==> src/rtl/pwm_multi.sv <==
// Multi-channel PWM generator with a shared prescaled counter, edge- or center-aligned modes,
// and shadowed period/duty/mode that only take effect at period boundaries.
module pwm_multi #(
    parameter int unsigned CHANNELS  = 4,
    parameter int unsigned CNT_WIDTH = 8,
    parameter int unsigned PRE_WIDTH = 8
) (
    input  logic                          clk,
    input  logic                          rst,
    input  logic                          enable,
    input  logic [PRE_WIDTH-1:0]          prescale,
    input  logic [CNT_WIDTH-1:0]          period_in,
    input  logic                          mode_in,
    input  logic [CHANNELS*CNT_WIDTH-1:0] duty_in,
    input  logic                          load,
    output logic [CHANNELS-1:0]           pwm,
    output logic                          period_start,
    output logic [CNT_WIDTH-1:0]          count
);
    localparam logic DIR_UP   = 1'b0;
    localparam logic DIR_DOWN = 1'b1;
    localparam int unsigned DW = CHANNELS * CNT_WIDTH;

    logic [PRE_WIDTH-1:0] pre_q, pre_d;
    logic [CNT_WIDTH-1:0] cnt_q, cnt_d;
    logic [CNT_WIDTH-1:0] period_q, period_d, sh_period_q, sh_period_d;
    logic                 dir_q, dir_d;
    logic                 mode_q, mode_d, sh_mode_q, sh_mode_d;
    logic                 pending_q, pending_d;
    logic [DW-1:0]        duty_q, duty_d, sh_duty_q, sh_duty_d;
    logic [CHANNELS-1:0]  pwm_q, pwm_d;
    logic                 pstart_q, pstart_d;

    logic                 tick, center, boundary, apply, dir_step;
    logic [CNT_WIDTH-1:0] cnt_step;

    always_comb begin
        tick   = enable && (pre_q == prescale);
        // A zero period in center mode degenerates to edge mode with P = 0.
        center = mode_q && (period_q != '0);

        if (!center) begin
            cnt_step = (cnt_q == period_q) ? '0 : cnt_q + CNT_WIDTH'(1);
            dir_step = DIR_UP;
        end else if (dir_q == DIR_UP) begin
            if (cnt_q == period_q) begin
                cnt_step = cnt_q - CNT_WIDTH'(1);
                dir_step = DIR_DOWN;
            end else begin
                cnt_step = cnt_q + CNT_WIDTH'(1);
                dir_step = DIR_UP;
            end
        end else begin
            cnt_step = cnt_q - CNT_WIDTH'(1);
            dir_step = DIR_DOWN;
        end

        // Count only returns to 0 on a wrap (edge) or on the 1->0 step (center).
        boundary = tick && (cnt_step == '0);
        apply    = (load || pending_q) && (boundary || !enable);

        pre_d = pre_q;
        cnt_d = cnt_q;
        dir_d = dir_q;
        if (!enable) begin
            pre_d = '0;
            cnt_d = '0;
            dir_d = DIR_UP;
        end else if (tick) begin
            pre_d = '0;
            cnt_d = cnt_step;
            dir_d = boundary ? DIR_UP : dir_step;
        end else begin
            pre_d = pre_q + PRE_WIDTH'(1);
        end

        sh_period_d = sh_period_q;
        sh_mode_d   = sh_mode_q;
        sh_duty_d   = sh_duty_q;
        pending_d   = pending_q;
        if (load) begin
            sh_period_d = period_in;
            sh_mode_d   = mode_in;
            sh_duty_d   = duty_in;
            pending_d   = 1'b1;
        end

        period_d = period_q;
        mode_d   = mode_q;
        duty_d   = duty_q;
        if (apply) begin
            period_d  = load ? period_in : sh_period_q;
            mode_d    = load ? mode_in : sh_mode_q;
            duty_d    = load ? duty_in : sh_duty_q;
            pending_d = 1'b0;
        end

        pwm_d = '0;
        for (int i = 0; i < CHANNELS; i++) begin
            pwm_d[i] = enable && (cnt_q < duty_q[i*CNT_WIDTH +: CNT_WIDTH]);
        end
        pstart_d = boundary;
    end

    always_ff @(posedge clk) begin
        if (rst) begin
            pre_q       <= '0;
            cnt_q       <= '0;
            dir_q       <= DIR_UP;
            period_q    <= '0;
            mode_q      <= 1'b0;
            duty_q      <= '0;
            sh_period_q <= '0;
            sh_mode_q   <= 1'b0;
            sh_duty_q   <= '0;
            pending_q   <= 1'b0;
            pwm_q       <= '0;
            pstart_q    <= 1'b0;
        end else begin
            pre_q       <= pre_d;
            cnt_q       <= cnt_d;
            dir_q       <= dir_d;
            period_q    <= period_d;
            mode_q      <= mode_d;
            duty_q      <= duty_d;
            sh_period_q <= sh_period_d;
            sh_mode_q   <= sh_mode_d;
            sh_duty_q   <= sh_duty_d;
            pending_q   <= pending_d;
            pwm_q       <= pwm_d;
            pstart_q    <= pstart_d;
        end
    end

    assign pwm          = pwm_q;
    assign period_start = pstart_q;
    assign count        = cnt_q;
endmodule

==> config.mk <==
export PLATFORM = sky130hd
export DESIGN_NAME = pwm_multi
export DESIGN_NICKNAME = d
export VERILOG_FILES = /design/src/rtl/pwm_multi.sv
export SDC_FILE = /design/constraint.sdc
export NUM_CORES = 1
export LEC_CHECK = 0
export BUFFER_PORTS_ARGS = -buffer_cell sky130_fd_sc_hd__buf_2
export CORE_MARGIN = 4
export CORE_UTILIZATION = 35
export CTS_BUF_LIST = sky130_fd_sc_hd__clkbuf_16
export CTS_CLUSTER_DIAMETER = 80
export DETAILED_ROUTE_END_ITERATION = 10
export GPL_TIMING_DRIVEN = 0
export PLACE_DENSITY = 0.51
export SYNTH_ARGS = -nofsm -noshare
export SYNTH_HDL_FRONTEND = slang
export SYNTH_SLANG_ARGS = --single-unit
==> constraint.sdc <==
create_clock -name clk -period 4.2 [get_ports clk]
set_input_delay 1.26 -clock clk [delete_from_list [all_inputs] [get_ports clk]]
set_output_delay 1.26 -clock clk [all_outputs]
set_load 0.01 [all_outputs]
==> impl_metrics.toml <==
[cells_and_area]
mostFrequentLayoutCell = "dfxtp_1"
drive_gt1_frac = 0.166
syn_to_final_growth_pct = 16.4
most-common-layout-cells = "dfxtp_1 (105), buf_2 (65), nor2_1 (61)"
fin_cells = 749
fin_area_mm2 = 0.00568
num_antenna_cells = 0
nets = 652

[logic_synthesis]
yosysSeqAreaShare = 0.431
synthArstFlopShare = 0
yosys.area_share.simple = 0.122
synth_top_area_share = 0.431
yosys-top-cells-area = "dfxtp_1 (43%), mux2i_1 (8.8%), ha_1 (7.9%)"
yosys.area.top_type = "dfxtp_1"
synth_fa_ha_area_frac = 0.0795
syn_area_per_cell_um2 = 9.88
synth_compound_area_frac = 0.170
synth-edff-count = 0
syn-cell-area_mm2 = 0.00488
synth_top_family_by_area = "compound AO/OA/AOI/OAI gates"
synth-seq-cells = 105
muxShareOfSynthArea = 0.0882
synth_cells = 494
synth_nets = 578
synth_xor_area_frac = 0.0520
synth_ff_type = "dfxtp_1"
ys_warn_count = 0
synth_cell_types = 45

[grt]
grt_max_degree = 17
met3_usage = 0.0254
grt_pass1_vias = 3620
grt_pass1_wl_mm = 18.9
use_met2 = 0.248
antenna_found_initial = 0
gr-total-overflow = 0
use_met1 = 0.195
grt_use_total = 0.150
busiest_layer = "met2"

[timing]
skew_ns = 0.00975
timing.final.crit_share = 0.766
min_period_ns = 3.22
worst-slew-pin-transition_ns = 0.790
setup_viol = 0
max_freq_mhz = 311
finalHoldViolCount = 0
rsz0062_at_grt = "no"
fin_ws_ns = 0.982
slew_violations = 0
setup_tns_ns = 0
max_slew_margin = 0.474

[die]
core_area_mm2 = 0.0135
dieHeight_um = 126
initial_core_util = 0.363
dieArea_mm2 = 0.0159
num_rows = 42
io_pins = 66
die_x_um = 126

[detailed_routing]
finalWirelength_mm = 11.7
via_per_inst = 5.01
drt_first_pass_iters = 6
drc = 0
routedWlPerCell_um = 15.7
via_count = 3750
first_iter_violations = 222
drtAntennaViolNets = 0

[clock_tree]
cts.path.max_buffers = 2
post_cts_buffers = 0
clkSinkCount = 105
holdBufCountCts = 0
numCtsBuffers = 9
root_buffer = "clkbuf_16"
h-tree-depth = 3
path_clk_slew_ns = 0.07
post_cts_resized = 0
insertion_delay_ns = 0.35
cts_tree = "built"

[power_and_ir_drop]
powerDensity_mw_per_mm2 = 371
power.leakage_nw = 2.51
ir_drop_uv = 145
total_power_mw = 2.11

[job]
drv_cap = 0

[placement]
placed_area_mm2 = 0.00542
portBuffers = 63
dp_hpwl_mm = 8.47
gp_congestion = 0.858
placed_cells = 733
place_ws_ns = 0.963

[critical_path]
critPathLaunchType = "register"
crit_type = "register to register"
path_cells = "clkbuf_1 > nand2_1 > nor4_1 > xnor2_1 > o32a_1 > nand4_1 > o31ai_2 > buf_4 > a22o_1"
crit_path_top_delay_cell = "dfxtp_1"
startpoint = "count[2]$_SDFFE_PP0P_"
max_stage_delay_ns = 0.63
r2r-start = "count[2]$_SDFFE_PP0P_"
endpoint_kind = "register"
cp.required_ns = 4.50
worstPathArrival_ns = 3.51
worstPathMaxFanout = 10

[hold_path]
hold_start = "dir_q$_SDFFE_PP0P_"
hold_class = "register to register"

[outcome]
status = "complete, no violations"
## cell usage after synthesis (all sizes together) (2+ instances only)
cell type    n
or3          3
xor2        15
a211oi       2
mux2i       43
clkbuf      12
and3         2
a21oi        7
a221oi       2
nand4        3
buf         15
a211o        5
inv         35
o32ai        2
or4          2
nand3        9
nor4         5
o211ai       3
o21ai        4
nand2       17
a31oi        4
dfxtp      105
nand2b       5
ha          31
a22o        42
nor3        14
a21o        20
or2          3
xnor2       14
nor2        61
## metal layers
layer	vias up	part of all wire
met1	1770	0.45
met2	69	0.48
met3	16	0.041
met4	0	0.020
met5	-	0
li1	1895	-
## power by group
group / internal (mW) / leakage (nW) / total, mW / switching (mW)
combinational: 0.128 / 1.52 / 0.267 / 0.138
sequential: 1.05 / 0.859 / 1.07 / 0.0216
clock: 0.396 / 0.133 / 0.773 / 0.377
## kinds of logic after synthesis
group / Yosys count
flops: 105
mux: 43
fa+ha+maj: 31
buf+inv: 62
compound gates: 99
simple gates: 125
xor+xnor: 29
## registers in the layout, summed over array words and instances (netlist names)
signal,cells
period_start,1
mode_q,1
duty_q,32
period_q,8
pre_q,8
count,8
sh_duty_q,32
pwm,4
pending_q,1
dir_q,1
sh_period_q,8
sh_mode_q,1
## cell type report
type,instances,area [µm²]
fill,1381,7770
sequential,105,2100
timing repair buffer,63,315
multi-input combinational,327,2490
clock inverter,7,37.5
inverter,35,131
clock buffer,9,225
buffer,27,153
tap,176,220
## worst max-delay path, delay by kind of cell, from the launching register on
family	cells	cell delay [ns]
flip-flops	1	0.63
AO/OA/AOI/OAI	3	0.89
buffers and inverters	2	0.71
XOR/XNOR	1	0.16
AND/OR/NAND/NOR	3	0.76
## stage by stage
step                      utilization  hold WS [ns]
after floorplan                     -         0.445
after global placement          0.403         0.463
after detailed placement        0.403         0.467
after CTS                       0.422         0.483
after global routing            0.422         0.499
final                           0.422         0.479
## worst paths after layout
| check | slack (ns) | cells after the start | to |
|---|---|---|---|
| setup / recovery | 0.98 | 9 | duty_q[12]$_SDFFE_PP0P_ |
| hold / removal | 0.48 | 2 | dir_q$_SDFFE_PP0P_ |
| setup reg to reg | 0.98 | 9 | duty_q[12]$_SDFFE_PP0P_ |
| hold reg to reg | 0.48 | 2 | dir_q$_SDFFE_PP0P_ |
Note: power is estimated with default switching activity, not from simulation.
